===== src/rtl/pcseq_pkg.sv =====
// rtl/pcseq_pkg.sv - shared encodings and constants for the PC sequencer
package pcseq_pkg;

  typedef enum logic [1:0] {
    ST_BOOT      = 2'd0,
    ST_FETCH     = 2'd1,
    ST_WAIT_NEXT = 2'd2,
    ST_HALTED    = 2'd3
  } pcseq_state_t;

  typedef enum logic [1:0] {
    SEL_SEQ    = 2'd0,
    SEL_BRANCH = 2'd1,
    SEL_JUMP   = 2'd2,
    SEL_RETURN = 2'd3
  } pcseq_sel_t;

  localparam int STACK_DEPTH = 4;
  localparam int STACK_PTR_W = $clog2(STACK_DEPTH);

endpackage


===== src/rtl/sc_pc_sequencer_if.sv =====
// rtl/sc_pc_sequencer_if.sv - instruction fetch req/ack bus between sequencer and memory
interface sc_pc_sequencer_if #(
  parameter int DATAWIDTH_BUS_PCSEQ = 11
);
  logic                           FETCH_REQ;
  logic [DATAWIDTH_BUS_PCSEQ-1:0] FETCH_ADDR;
  logic                           FETCH_ACK;

  modport master (output FETCH_REQ, output FETCH_ADDR, input FETCH_ACK);
  modport slave  (input FETCH_REQ, input FETCH_ADDR, output FETCH_ACK);
endinterface


===== src/rtl/sc_pcseq_retstack.sv =====
// rtl/sc_pcseq_retstack.sv - 4-entry circular return-address stack (built only with PCSEQ_RETURN_STACK_EN)
`ifdef PCSEQ_RETURN_STACK_EN
module sc_pcseq_retstack
  import pcseq_pkg::*;
#(
  parameter int W = 11
) (
  input  logic         clk,
  input  logic         rst_n,
  input  logic         push,
  input  logic         pop,
  input  logic [W-1:0] push_data,
  output logic [W-1:0] pop_data,
  output logic         full,
  output logic         empty,
  output logic         err
);
  localparam logic [STACK_PTR_W-1:0] PTR_ONE = STACK_PTR_W'(1);
  localparam logic [STACK_PTR_W:0]   CNT_ONE = (STACK_PTR_W + 1)'(1);
  localparam logic [STACK_PTR_W:0]   CNT_MAX = (STACK_PTR_W + 1)'(STACK_DEPTH);

  logic [W-1:0]           mem [STACK_DEPTH];
  logic [STACK_PTR_W-1:0] top;
  logic [STACK_PTR_W:0]   count;

  // top always points at the next free slot, which is the oldest entry once full
  assign full     = (count == CNT_MAX);
  assign empty    = (count == '0);
  assign pop_data = mem[top - PTR_ONE];
  assign err      = pop && empty;

  // pointer and occupancy; a push when full wraps over the oldest entry
  always_ff @(posedge clk or negedge rst_n) begin
    if (!rst_n) begin
      top   <= '0;
      count <= '0;
    end else if (push) begin
      top <= top + PTR_ONE;
      if (!full) count <= count + CNT_ONE;
    end else if (pop && !empty) begin
      top   <= top - PTR_ONE;
      count <= count - CNT_ONE;
    end
  end

  // entry storage needs no reset; occupancy decides what is valid
  always_ff @(posedge clk) begin
    if (push) mem[top] <= push_data;
  end
endmodule
`endif


===== src/rtl/sc_pc_sequencer.sv =====
// rtl/sc_pc_sequencer.sv - PC sequencer: fetch handshake and next-PC selection (option: PCSEQ_RETURN_STACK_EN)
module sc_pc_sequencer
  import pcseq_pkg::*;
#(
  parameter int                             DATAWIDTH_BUS_PCSEQ = 11,
  parameter logic [DATAWIDTH_BUS_PCSEQ-1:0] RESET_VECTOR        = 11'h000,
  parameter logic [DATAWIDTH_BUS_PCSEQ-1:0] TRAP_VECTOR         = 11'h400
) (
  input  logic                           SC_PCSEQ_CLOCK_50,
  input  logic                           SC_PCSEQ_RESET_InLow,
  sc_pc_sequencer_if.master              fetch,
  input  logic                           NEXT_VALID,
  input  logic [1:0]                     NEXT_SEL,
  input  logic                           BRANCH_TAKEN,
  input  logic                           CALL,
  input  logic [DATAWIDTH_BUS_PCSEQ-1:0] TARGET,
  input  logic                           STALL,
  input  logic                           TRAP,
  input  logic                           HALT,
  output logic [DATAWIDTH_BUS_PCSEQ-1:0] PC_OUT,
  output logic [DATAWIDTH_BUS_PCSEQ-1:0] EPC_OUT,
  output logic [1:0]                     STATE_OUT,
  output logic                           STACK_ERR
);
  localparam int           W   = DATAWIDTH_BUS_PCSEQ;
  localparam logic [W-1:0] ONE = W'(1);

  pcseq_state_t state;
  logic [W-1:0] pc, epc, pc_inc, next_pc, ret_pc;
  logic         req, trap_pending;
  logic         trap_req, take_trap, go_halt, accept, do_push, do_pop;

  assign pc_inc    = pc + ONE;
  assign trap_req  = TRAP || trap_pending;
  assign take_trap = (state == ST_WAIT_NEXT && trap_req) || (state == ST_HALTED && TRAP);
  assign go_halt   = (state == ST_WAIT_NEXT) && !trap_req && HALT && NEXT_VALID;
  assign accept    = (state == ST_WAIT_NEXT) && !trap_req && !HALT && !STALL && NEXT_VALID;
  assign do_push   = accept && (NEXT_SEL == SEL_JUMP) && CALL;
  assign do_pop    = accept && (NEXT_SEL == SEL_RETURN);

`ifdef PCSEQ_RETURN_STACK_EN
  logic [W-1:0] stk_data;
  logic         stk_full, stk_empty, stk_err, stack_err;
  logic         unused_full;

  sc_pcseq_retstack #(.W(W)) u_retstack (
    .clk       (SC_PCSEQ_CLOCK_50),
    .rst_n     (SC_PCSEQ_RESET_InLow),
    .push      (do_push),
    .pop       (do_pop),
    .push_data (pc_inc),
    .pop_data  (stk_data),
    .full      (stk_full),
    .empty     (stk_empty),
    .err       (stk_err)
  );

  assign unused_full = stk_full;
  assign ret_pc      = stk_empty ? RESET_VECTOR : stk_data;

  // one-cycle error pulse when a return finds the stack empty
  always_ff @(posedge SC_PCSEQ_CLOCK_50 or negedge SC_PCSEQ_RESET_InLow) begin
    if (!SC_PCSEQ_RESET_InLow) stack_err <= 1'b0;
    else                       stack_err <= stk_err;
  end
  assign STACK_ERR = stack_err;
`else
  logic unused_ctl;
  assign unused_ctl = CALL ^ do_push ^ do_pop;
  assign ret_pc     = pc_inc;
  assign STACK_ERR  = 1'b0;
`endif

  // next-PC selection for an accepted decode decision; all sums wrap modulo 2^W
  always_comb begin
    next_pc = pc_inc;
    case (NEXT_SEL)
      SEL_SEQ:    next_pc = pc_inc;
      SEL_BRANCH: next_pc = BRANCH_TAKEN ? (pc + TARGET) : pc_inc;
      SEL_JUMP:   next_pc = TARGET;
      SEL_RETURN: next_pc = ret_pc;
      default:    next_pc = pc_inc;
    endcase
  end

  // sequencing FSM; a trap seen mid-fetch is parked until the fetch completes
  always_ff @(posedge SC_PCSEQ_CLOCK_50 or negedge SC_PCSEQ_RESET_InLow) begin
    if (!SC_PCSEQ_RESET_InLow) begin
      state        <= ST_BOOT;
      pc           <= RESET_VECTOR;
      epc          <= '0;
      req          <= 1'b0;
      trap_pending <= 1'b0;
    end else if (take_trap) begin
      epc          <= pc_inc;
      pc           <= TRAP_VECTOR;
      trap_pending <= 1'b0;
      req          <= 1'b1;
      state        <= ST_FETCH;
    end else begin
      case (state)
        ST_BOOT: begin
          if (TRAP) trap_pending <= 1'b1;
          req   <= 1'b1;
          state <= ST_FETCH;
        end
        ST_FETCH: begin
          if (TRAP) trap_pending <= 1'b1;
          if (fetch.FETCH_ACK) begin
            req   <= 1'b0;
            state <= ST_WAIT_NEXT;
          end
        end
        ST_WAIT_NEXT: begin
          if (go_halt) begin
            state <= ST_HALTED;
          end else if (accept) begin
            pc    <= next_pc;
            req   <= 1'b1;
            state <= ST_FETCH;
          end
        end
        ST_HALTED: req <= 1'b0;
        default:   state <= ST_BOOT;
      endcase
    end
  end

  assign fetch.FETCH_REQ  = req;
  assign fetch.FETCH_ADDR = pc;
  assign PC_OUT           = pc;
  assign EPC_OUT          = epc;
  assign STATE_OUT        = state;
endmodule


===== src/flat_wrapper.sv =====
// flat-port wrapper written by rule: the top's interface ports become plain ports
module sc_pc_sequencer_flat import pcseq_pkg::*;
#(
  parameter int                             DATAWIDTH_BUS_PCSEQ = 11,
  parameter logic [DATAWIDTH_BUS_PCSEQ-1:0] RESET_VECTOR        = 11'h000,
  parameter logic [DATAWIDTH_BUS_PCSEQ-1:0] TRAP_VECTOR         = 11'h400
)
  (SC_PCSEQ_CLOCK_50, SC_PCSEQ_RESET_InLow, NEXT_VALID, NEXT_SEL, BRANCH_TAKEN, CALL, TARGET, STALL, TRAP, HALT, PC_OUT, EPC_OUT, STATE_OUT, STACK_ERR, fetch_FETCH_REQ, fetch_FETCH_ADDR, fetch_FETCH_ACK);
  sc_pc_sequencer_if #(.DATAWIDTH_BUS_PCSEQ(DATAWIDTH_BUS_PCSEQ)) fetch_i ();
  input  logic SC_PCSEQ_CLOCK_50;
  input  logic SC_PCSEQ_RESET_InLow;
  input  logic NEXT_VALID;
  input  logic [1:0] NEXT_SEL;
  input  logic BRANCH_TAKEN;
  input  logic CALL;
  input  logic [DATAWIDTH_BUS_PCSEQ-1:0] TARGET;
  input  logic STALL;
  input  logic TRAP;
  input  logic HALT;
  output logic [DATAWIDTH_BUS_PCSEQ-1:0] PC_OUT;
  output logic [DATAWIDTH_BUS_PCSEQ-1:0] EPC_OUT;
  output logic [1:0] STATE_OUT;
  output logic STACK_ERR;
  output wire logic [$bits(fetch_i.FETCH_REQ)-1:0] fetch_FETCH_REQ;
  output wire logic [$bits(fetch_i.FETCH_ADDR)-1:0] fetch_FETCH_ADDR;
  input wire logic [$bits(fetch_i.FETCH_ACK)-1:0] fetch_FETCH_ACK;
  assign fetch_FETCH_REQ = fetch_i.FETCH_REQ;
  assign fetch_FETCH_ADDR = fetch_i.FETCH_ADDR;
  assign fetch_i.FETCH_ACK = fetch_FETCH_ACK;
  sc_pc_sequencer #(.DATAWIDTH_BUS_PCSEQ(DATAWIDTH_BUS_PCSEQ), .RESET_VECTOR(RESET_VECTOR), .TRAP_VECTOR(TRAP_VECTOR)) u_core (.SC_PCSEQ_CLOCK_50(SC_PCSEQ_CLOCK_50), .SC_PCSEQ_RESET_InLow(SC_PCSEQ_RESET_InLow), .fetch(fetch_i), .NEXT_VALID(NEXT_VALID), .NEXT_SEL(NEXT_SEL), .BRANCH_TAKEN(BRANCH_TAKEN), .CALL(CALL), .TARGET(TARGET), .STALL(STALL), .TRAP(TRAP), .HALT(HALT), .PC_OUT(PC_OUT), .EPC_OUT(EPC_OUT), .STATE_OUT(STATE_OUT), .STACK_ERR(STACK_ERR));
endmodule

===== config.mk =====
export PLATFORM = sky130hd
export DESIGN_NAME = sc_pc_sequencer_flat
export DESIGN_NICKNAME = d
export VERILOG_FILES = /design/src/rtl/pcseq_pkg.sv /design/src/rtl/sc_pc_sequencer_if.sv /design/src/rtl/sc_pcseq_retstack.sv /design/src/rtl/sc_pc_sequencer.sv /design/src/flat_wrapper.sv
export SDC_FILE = /design/constraint.sdc
export NUM_CORES = 1
export LEC_CHECK = 0
export CAP_MARGIN = 20
export CORE_MARGIN = 10
export CORE_UTILIZATION = 55
export DETAILED_ROUTE_END_ITERATION = 10
export DONT_BUFFER_PORTS = 1
export PLACE_DENSITY = 0.73
export SLEW_MARGIN = 25
export SYNTH_ARGS = -nofsm -noshare
export SYNTH_HDL_FRONTEND = slang
export SYNTH_SLANG_ARGS = --single-unit

===== constraint.sdc =====
create_clock -name SC_PCSEQ_CLOCK_50 -period 5.65 [get_ports SC_PCSEQ_CLOCK_50]
set_clock_uncertainty 0.2 [all_clocks]
set_input_delay 1.695 -clock SC_PCSEQ_CLOCK_50 [delete_from_list [all_inputs] [get_ports SC_PCSEQ_CLOCK_50]]
set_output_delay 1.695 -clock SC_PCSEQ_CLOCK_50 [all_outputs]
set_load 0.05 [all_outputs]

==> run_results.csv, run 1 <==
group,metric,value,unit
critical_path,path_max_fanout,4,
pwr,ir_worst_vdd,0.219,mV
sta,post-route-period-util,63.8,%
logic_synthesis,synthArstFlopShare,100,%
pwr,pwr-share-clk,20.7,%
floorplanning,die_width,82.6,um
logic_synthesis,synth_cells,241,
pwr,seqPwrFrac,54.1,%
place,dpl-instance-area,2100,um^2
min_path,hold_path.class,"flop to flop",
outcome,status,"completed",
cells_and_area,drive_gt1_share,11.5,%
cells_and_area,layout.cells.non_filler,275,
critical_path,critPathArrivalTime,3.59,ns
pwr,switching_share,47.3,%
critical_path,startpoint_type,"primary input",
pwr,powerDensity,354,nW/um^2
min_path,min_to,"u_core.trap_pending$_DFFE_PN0P_",
logic_synthesis,ys_seq_area_share,30.2,%
floorplanning,die_height,82.6,um
cells_and_area,final_common_cell,"a21oi_1",
floorplanning,initial_utilization,58.0,%
cells_and_area,layout.cells.most_common_list,"31 x a21oi_1, 22 x dfrtp_1, 18 x ha_1",
route,drtAntennaViolNets,0,
global_route,grt_antenna_before_repair,0,
logic_synthesis,synth_top_family_by_area,"compound AO/OA/AOI/OAI gates",
critical_path,rrSetupSlack,2.58,ns
global_route,grt_pass1_wl,8400,um
cells_and_area,final_area,2170,um^2
floorplanning,rows,22,
logic_synthesis,synthMuxAreaShare,3.48,%
route,first_iter_violations,83,
sta,fin_ws,2.04,ns
logic_synthesis,postSynthNetCount,282,
logic_synthesis,synth.top_cell.area_share,30.2,%
sta,grt_setup_unrepaired,"no",
sta,period_minus_slack,3.61,ns
cells_and_area,antenna_cells,0,
critical_path,timing.rr.start,"u_core.PC_OUT[2]$_DFFE_PN0P_",
logic_synthesis,synth-compound-area-share,25.4,%
sta,drv_slew,0,
route,drt-vias-per-instance,6.28,
clock_network,clk_pin_slew,0.10,ns
clock_network,cts_tree,"yes",
logic_synthesis,synth.avg_cell_area,8.95,um^2
place,gp_congestion,0.798,
logic_synthesis,synth-simple-area-share,14.6,%
job,maxCapViolations,0,
critical_path,worst_setup_path_end_kind,"flop",
clock_network,cts-root-buf,"clkbuf_8",
clock_network,h-tree-depth,1,
sta,worstMarginPinSlew,1.08,ns
clock_network,clk_latency,0.28,ns
logic_synthesis,yosysWarningCount,0,
critical_path,worstPathRequired,5.63,ns
global_route,grt_overflow,0,
logic_synthesis,yosys-top-cells-area,"dfrtp_1 30%, ha_1 10%, a21oi_1 7.2%",
logic_synthesis,synthAdderAreaFrac,11.4,%
cells_and_area,fin_nets,269,
place,dpl.hpwl,3900,um
global_route,grt_start_max_net_pins,27,
min_path,min_path_cells,2,
pwr,comb_power_share,25.2,%
clock_network,hold_buffers,0,
critical_path,regToRegEndpoint,"u_core.PC_OUT[8]$_DFFE_PN0P_",
global_route,gr-usage-all-layers,15.4,%
logic_synthesis,synth_ff_type,"dfrtp_1",
cells_and_area,area_growth,0.871,%
route,vias,1726,
critical_path,worst-r2r-cell-count,7,
route,drt-pass1-iter-count,4,
logic_synthesis,synth_edf_count,0,
pwr,cell_internal_pwr,0.000405,W
clock_network,numCtsBuffers,3,
place,place_worst_setup_slack,1.73,ns
logic_synthesis,netlist-cell-type-count,52,
clock_network,cts_setup_buffers,0,
logic_synthesis,synth_xor_area_share,6.91,%
floorplanning,pin_count,59,
logic_synthesis,netlist_area,2160,um^2
global_route,grt_pass1_vias,1721,
sta,max_freq,0.277,GHz
logic_synthesis,ys_ff_latch,26,
route,totalWireLength,5190,um
critical_path,worst-setup-path-type,"primary input to flop",
sta,slew_headroom,28.0,%
cells_and_area,nFillCells,349,
place,dp_cells,271,
pwr,p_leak,0.967,nW
clock_network,cts_buffer_depth,2,
route,route.detailed.drc,0,
clock_network,cts_resized,0,
min_path,hold_path.startpoint,"u_core.trap_pending$_DFFE_PN0P_",
pwr,power_switching,0.000364,W
route,wire_per_inst,18.9,um
sta,final-hold-violation-count,0,
sta,finalSetupViolations,0,
place,port_buffers,0,
floorplanning,die_area,6820,um^2
logic_synthesis,synth.largest_area_cell,"dfrtp_1",
floorplanning,coreArea,3720,um^2
clock_network,clock_sinks,26,
sta,fin_setup_tns,0,ns
[cell usage after synthesis (3+ instances only)]
cell type,count
dfrtp_1,26
o21ai_0,11
mux2_2,4
inv_1,10
a22o_1,4
a211oi_1,4
xor2_1,10
xnor2_1,7
a221oi_1,3
nand2_1,10
and2_1,4
clkbuf_1,3
a21oi_1,31
a31oi_1,3
nor2b_1,3
mux2i_1,3
buf_4,12
ha_1,18
nand2b_1,3
nand3_1,7
buf_2,4
o21bai_1,5
nor2_1,17
[cell families after synthesis]
logic type / after synthesis
AO/OA/AOI/OAI: 82
AND/OR/NAND/NOR: 59
buffers and inverters: 30
flip-flops: 26
adder cells (fa/ha/maj): 19
XOR/XNOR: 17
multiplexers: 7
other: 1
[how the worst max path moves through the flow]
stage                          from                             to  slack, ns  cells past startpoint
after detailed placement  TARGET[0]  u_core.PC_OUT[10]$_DFFE_PN0P_       1.73                      8
final                     TARGET[0]   u_core.PC_OUT[8]$_DFFE_PN0P_       2.04                      8
after CTS                 TARGET[0]  u_core.PC_OUT[10]$_DFFE_PN0P_       2.04                      8
after global routing      TARGET[0]  u_core.PC_OUT[10]$_DFFE_PN0P_       1.96                      8
after global placement    TARGET[0]   u_core.PC_OUT[8]$_DFFE_PN0P_       1.77                      8
after floorplan           TARGET[0]   u_core.PC_OUT[8]$_DFFE_PN0P_       1.95                      8
[critical path, stage by stage]
cell and delay, ns:
ha_1 0.21, fa_1 0.42, a21oi_2 0.19, o22ai_1 0.18, o41ai_1 0.34, xor2_1 0.19
nand3_1 0.09, a32o_1 0.27
[registers in the layout, summed over array words and instances, names as in the netlist]
signal,cells
u_core.EPC_OUT,11
u_core.trap_pending,1
u_core.PC_OUT,11
u_core.STATE_OUT,2
u_core.fetch.FETCH_REQ,1
[routing by layer]
| metal | up-vias | global-route usage, % | routed length, um |
|---|---|---|---|
| li1 | 841 | - | - |
| met1 | 821 | 19.5 | 2320 |
| met2 | 59 | 25.0 | 2410 |
| met3 | 5 | 4.54 | 410 |
| met4 | 0 | 4.35 | 45 |
| met5 | - | 0 | 0 |
[stage by stage]
step	hold WS [ns]	util (%)	power [W]
3_3_place_gp	0.386	56.5	0.000612
3_5_place_dp	0.396	56.5	0.000618
6_report	0.411	58.5	0.000769
4_1_cts	0.410	58.4	0.000777
2_1_floorplan	0.370	-	0.000579
5_1_grt	0.434	58.5	0.000819
[final cells by class]
type	count	area [um^2]	share of cell area, %
repair buffers	2	15.0	0.690
flip-flops and latches	26	656	30.1
inverters	10	37.5	1.73
clock buffers	3	41.3	1.90
well taps	48	60.1	2.76
clock inverters	1	30.0	1.38
multi-input cells	185	1340	61.4
[power groups by stage]
stage / logic [W] / registers (W) / clock network [W]
floorplan: 0.000178 / 0.000401 / 0
global placement: 0.000188 / 0.000424 / 0
detailed placement: 0.000193 / 0.000425 / 0
CTS: 0.000194 / 0.000420 / 0.000162
global route: 0.000224 / 0.000426 / 0.000169
finish: 0.000194 / 0.000417 / 0.000159
Power figures use the tool's default switching activity.
==> run 2: changes to the inputs <==
- clock period: 5.65 -> 3.7 ns (I/O delays scaled with it)
==> run_results.csv, run 2 (synthesis results as in run 1) <==
group,metric,value,unit
outcome,status,"completed",
critical_path,cp_slowest_cell,"dfrtp_1",
pwr,comb_power_share,27.4,%
clock_network,cts_buffer_depth,2,
floorplanning,initial_utilization,58.0,%
critical_path,path_max_fanout,22,
pwr,ir_worst_vdd,0.363,mV
critical_path,startpoint_type,"flop",
route,first_iter_violations,98,
critical_path,worst-setup-path-type,"flop to flop",
floorplanning,die_width,82.6,um
cells_and_area,layout.cells.most_common_list,"31 x a21oi_1, 26 x dfrtp_1, 18 x ha_1",
place,gp_congestion,0.800,
floorplanning,pin_count,59,
global_route,grt_pass1_wl,8530,um
sta,max_freq,0.328,GHz
sta,fin_setup_tns,0,ns
route,drt-vias-per-instance,6.13,
pwr,cell_internal_pwr,0.000624,W
global_route,grt_pass1_vias,1762,
clock_network,h-tree-depth,1,
clock_network,clock_sinks,26,
job,maxCapViolations,0,
pwr,p_leak,1.03,nW
clock_network,cts-root-buf,"clkbuf_8",
pwr,pwr-share-clk,20.3,%
pwr,powerDensity,525,nW/um^2
sta,worstMarginPinSlew,0.971,ns
sta,final-hold-violation-count,0,
critical_path,worstPathRequired,3.71,ns
global_route,grt_overflow,0,
critical_path,timing.rr.start,"u_core.STATE_OUT[0]$_DFFE_PN0P_",
place,dpl-instance-area,2170,um^2
place,port_buffers,0,
route,met1_length,2380,um
route,drt-pass1-iter-count,4,
clock_network,hold_buffers,0,
global_route,grt_start_max_net_pins,27,
sta,period_minus_slack,3.05,ns
cells_and_area,area_growth,4.12,%
pwr,power_switching,0.000555,W
place,dpl.hpwl,4140,um
critical_path,rrSetupSlack,0.65,ns
sta,finalSetupViolations,0,
critical_path,worst_path_dominant_cell_family,"compound AO/OA/AOI/OAI gates",
sta,post-route-period-util,82.3,%
route,highest_layer,"met4",
critical_path,critPathMaxStageDelay,0.72,ns
critical_path,worst-path-buf-inv,2,
cells_and_area,fin_nets,279,
sta,slew_headroom,35.2,%
cells_and_area,final_area,2240,um^2
floorplanning,coreArea,3720,um^2
critical_path,regToRegEndpoint,"u_core.PC_OUT[7]$_DFFE_PN0P_",
floorplanning,die_area,6820,um^2
clock_network,numCtsBuffers,3,
critical_path,path_common_cell,"a21oi_1",
route,route.detailed.drc,0,
critical_path,worst_setup_path_end_kind,"flop",
floorplanning,rows,22,
cells_and_area,final_common_cell,"a21oi_1",
clock_network,clk_pin_slew,0.09,ns
clock_network,clk_latency,0.28,ns
global_route,grt_antenna_before_repair,0,
route,wire_per_inst,18.7,um
cells_and_area,antenna_cells,0,
critical_path,critPathArrivalTime,3.05,ns
min_path,hold_path.class,"primary input to asynchronous set/reset pin",
clock_network,cts_resized,0,
cells_and_area,drive_gt1_share,13.5,%
sta,grt_setup_unrepaired,"no",
route,dr_wl_met2,2540,um
clock_network,cts_tree,"yes",
critical_path,worst-r2r-cell-count,9,
pwr,switching_share,47.1,%
pwr,seqPwrFrac,52.3,%
clock_network,cts_setup_buffers,0,
route,totalWireLength,5320,um
floorplanning,die_height,82.6,um
route,drtAntennaViolNets,0,
critical_path,path_cells,"inv_1 -> ha_1 -> a21oi_1 -> nor2_1 -> buf_4 -> nor2_2 -> a21oi_1 -> a41o_1 -> a21oi_1",
global_route,gr-usage-all-layers,15.7,%
route,vias,1746,
route,wl_met3,312,um
sta,drv_slew,0,
run 2: cell count changes in the layout (fill, tap and decap cells not counted), sizes merged:
cell | before | now
buf | 2 | 12
run 2: power by group through the flow:
stage | Combinational (W) | Sequential [W] | Clock (W)
final | 0.000323 | 0.000616 | 0.000239
after global routing | 0.000364 | 0.000628 | 0.000257
after CTS | 0.000325 | 0.000622 | 0.000244
after detailed placement | 0.000320 | 0.000629 | 0
after global placement | 0.000313 | 0.000627 | 0
after floorplan | 0.000271 | 0.000612 | 0
run 2: worst max-delay path by stage:
stage	end	cells past startpoint	from
detailed placement	u_core.PC_OUT[10]$_DFFE_PN0P_	8	TARGET[0]
global route	u_core.PC_OUT[7]$_DFFE_PN0P_	9	u_core.STATE_OUT[0]$_DFFE_PN0P_
global placement	u_core.PC_OUT[10]$_DFFE_PN0P_	8	TARGET[0]
CTS	u_core.PC_OUT[10]$_DFFE_PN0P_	8	TARGET[0]
finish	u_core.PC_OUT[7]$_DFFE_PN0P_	9	u_core.STATE_OUT[0]$_DFFE_PN0P_
floorplan	u_core.PC_OUT[8]$_DFFE_PN0P_	8	TARGET[0]
run 2: cell type report:
type,instances,area (um^2)
Clock buffer,3,41.3
Clock inverter,1,30.0
Fill cell,347,1470
Inverter,10,37.5
Multi-Input combinational cell,185,1340
Sequential cell,26,651
Tap cell,48,60.1
Timing Repair Buffer,12,90.1
run 2: layer usage:
layer	vias up	track usage (%)
met5	-	0
met4	0	5.69
met3	10	4.32
met2	45	25.4
met1	837	19.5
li1	854	-
run 2: stage by stage:
stage	setup WS [ns]	utilization, %	std cells	power (W)	hold WS [ns]
floorplan	0.585	-	241	0.000884	0.370
global placement	0.421	58.5	281	0.000940	0.386
detailed placement	0.366	58.5	281	0.000949	0.399
CTS	0.665	60.4	285	0.00119	0.312
global route	0.443	60.4	285	0.00125	0.295
finish	0.654	60.4	285	0.00118	0.314
==> run 3: changes to the inputs <==
- PLACE_DENSITY: 0.73 -> 0.76
- clock period: 3.7 -> 2.7 ns (I/O delays scaled with it)
==> run_results.csv, run 3 (synthesis results as in run 1) <==
group,metric,value,unit
pwr,comb_power_share,34.3,%
global_route,grt_antenna_before_repair,0,
critical_path,path_max_fanout,4,
critical_path,worst-setup-path-type,"primary input to flop",
clock_network,cts_tree,"yes",
route,drtAntennaViolNets,0,
route,vias,1812,
route,route.detailed.drc,0,
floorplanning,die_area,6820,um^2
floorplanning,initial_utilization,58.0,%
global_route,grt_pass1_wl,8910,um
floorplanning,rows,22,
clock_network,clock_sinks,26,
clock_network,numCtsBuffers,3,
min_path,hold_path.class,"primary input to asynchronous set/reset pin",
clock_network,cts-root-buf,"clkbuf_8",
cells_and_area,fin_nets,290,
route,first_iter_violations,120,
job,maxCapViolations,0,
pwr,power,0.00158,W
global_route,gr-usage-all-layers,16.4,%
cells_and_area,drive_gt1_share,17.3,%
clock_network,cts_resized,0,
sta,grt_setup_unrepaired,"no",
floorplanning,die_height,82.6,um
pwr,ir_worst_vdd,0.424,mV
cells_and_area,nFillCells,325,
global_route,grt_pass1_vias,1803,
clock_network,clk_pin_slew,0.10,ns
pwr,power_switching,0.000770,W
cells_and_area,final_common_cell,"a21oi_1",
place,dpl.hpwl,4290,um
clock_network,hold_buffers,0,
place,gp_congestion,0.851,
route,drt-pass1-iter-count,4,
clock_network,clk_latency,0.28,ns
sta,period_minus_slack,2.60,ns
outcome,status,"completed",
clock_network,cts_setup_buffers,0,
critical_path,worstPathRequired,2.64,ns
sta,fin_ws,0.101,ns
pwr,seqPwrFrac,49.2,%
pwr,p_leak,1.08,nW
sta,drv_slew,0,
place,place_worst_setup_slack,-0.196,ns
global_route,grt_start_max_net_pins,27,
place,port_buffers,0,
clock_network,h-tree-depth,1,
pwr,pwr-share-clk,16.5,%
sta,worstMarginPinSlew,0.667,ns
critical_path,worst_setup_path_end_kind,"flop",
sta,finalSetupViolations,0,
cells_and_area,antenna_cells,0,
pwr,switching_share,48.7,%
sta,final-hold-violation-count,0,
clock_network,cts_buffer_depth,2,
floorplanning,coreArea,3720,um^2
route,drt-vias-per-instance,6.12,
critical_path,startpoint_type,"primary input",
pwr,powerDensity,680,nW/um^2
global_route,grt_overflow,0,
sta,post-route-period-util,96.3,%
floorplanning,pin_count,59,
floorplanning,die_width,82.6,um
route,totalWireLength,5620,um
route,wire_per_inst,19.0,um
sta,slew_headroom,55.5,%
critical_path,critPathArrivalTime,2.54,ns
cells_and_area,layout.cells.most_common_list,"31 x a21oi_1, 26 x dfrtp_1, 21 x buf_4",
cells_and_area,area_growth,7.89,%
sta,max_freq,0.385,GHz
pwr,cell_internal_pwr,0.000812,W
==> run 3: cell types whose count changed in the layout (fill, tap and decap cells not counted), sizes merged <==
| cell | delta |
|---|---|
| dlygate4sd3 | +2 |
| clkbuf | +1 |
| bufinv | -1 |
| buf | +9 |
==> run 3: power groups by stage <==
| stage | logic [W] | registers, W | clock network [W] |
|---|---|---|---|
| final | 0.000544 | 0.000779 | 0.000261 |
| after global routing | 0.000613 | 0.000791 | 0.000279 |
| after CTS | 0.000539 | 0.000787 | 0.000263 |
| after detailed placement | 0.000536 | 0.000796 | 0 |
| after global placement | 0.000524 | 0.000793 | 0 |
| after floorplan | 0.000372 | 0.000839 | 0 |
==> run 3: per-stage QoR <==
| step | area, um^2 | std cells | util [%] | TNS (ns) | hold WS (ns) |
|---|---|---|---|---|---|
| finish | 2330 | 296 | 62.6 | 0 | 0.0128 |
| global route | 2330 | 296 | 62.6 | 0 | 0.00110 |
| CTS | 2310 | 294 | 62.1 | 0 | 0.0135 |
| detailed placement | 2250 | 290 | 60.6 | -0.341 | 0.315 |
| global placement | 2250 | 290 | 60.6 | -0.248 | 0.315 |
| floorplan | 2170 | 241 | - | 0 | 0.314 |
==> run 3: path summary, 6_finish.rpt <==
check,startpoint,endpoint,slack [ns],cells past startpoint
worst max-delay path,TARGET[0],u_core.PC_OUT[10]$_DFFE_PN0P_,0.10,8
worst min-delay path,SC_PCSEQ_RESET_InLow,u_core.PC_OUT[0]$_DFFE_PN0P_,0.01,0
worst max register to register,u_core.PC_OUT[0]$_DFFE_PN0P_,u_core.PC_OUT[10]$_DFFE_PN0P_,0.17,8
worst min register to register,u_core.STATE_OUT[1]$_DFFE_PN0P_,u_core.STATE_OUT[1]$_DFFE_PN0P_,0.37,2
max in group asynchronous,SC_PCSEQ_RESET_InLow,u_core.EPC_OUT[4]$_DFFE_PN0N_,1.52,1
min in group SC_PCSEQ_CLOCK_50,u_core.STATE_OUT[1]$_DFFE_PN0P_,u_core.STATE_OUT[1]$_DFFE_PN0P_,0.37,2
==> run 3: critical path: stages <==
cell       delay (ns)
ha_1             0.20
fa_2             0.37
a21oi_2          0.18
o22ai_1          0.20
o41ai_2          0.30
xor2_1           0.25
a21oi_2          0.08
a2bb2oi_1        0.15
==> run 3: routing by layer <==
| layer | global-route usage, % | routed length [um] |
|---|---|---|
| met1 | 19.9 | 2380 |
| met2 | 28.4 | 2740 |
| met3 | 4.86 | 440 |
| met4 | 2.34 | 60 |
| met5 | 0 | 0 |
==> run 3: final cells by class <==
type	count	area, um^2	share of cell area (%)
inverter	10	37.5	1.61
multi-input combinational	185	1350	57.8
tap	48	60.1	2.58
clock buffer	4	55.1	2.37
timing repair buffer	23	178	7.64
sequential	26	651	28.0
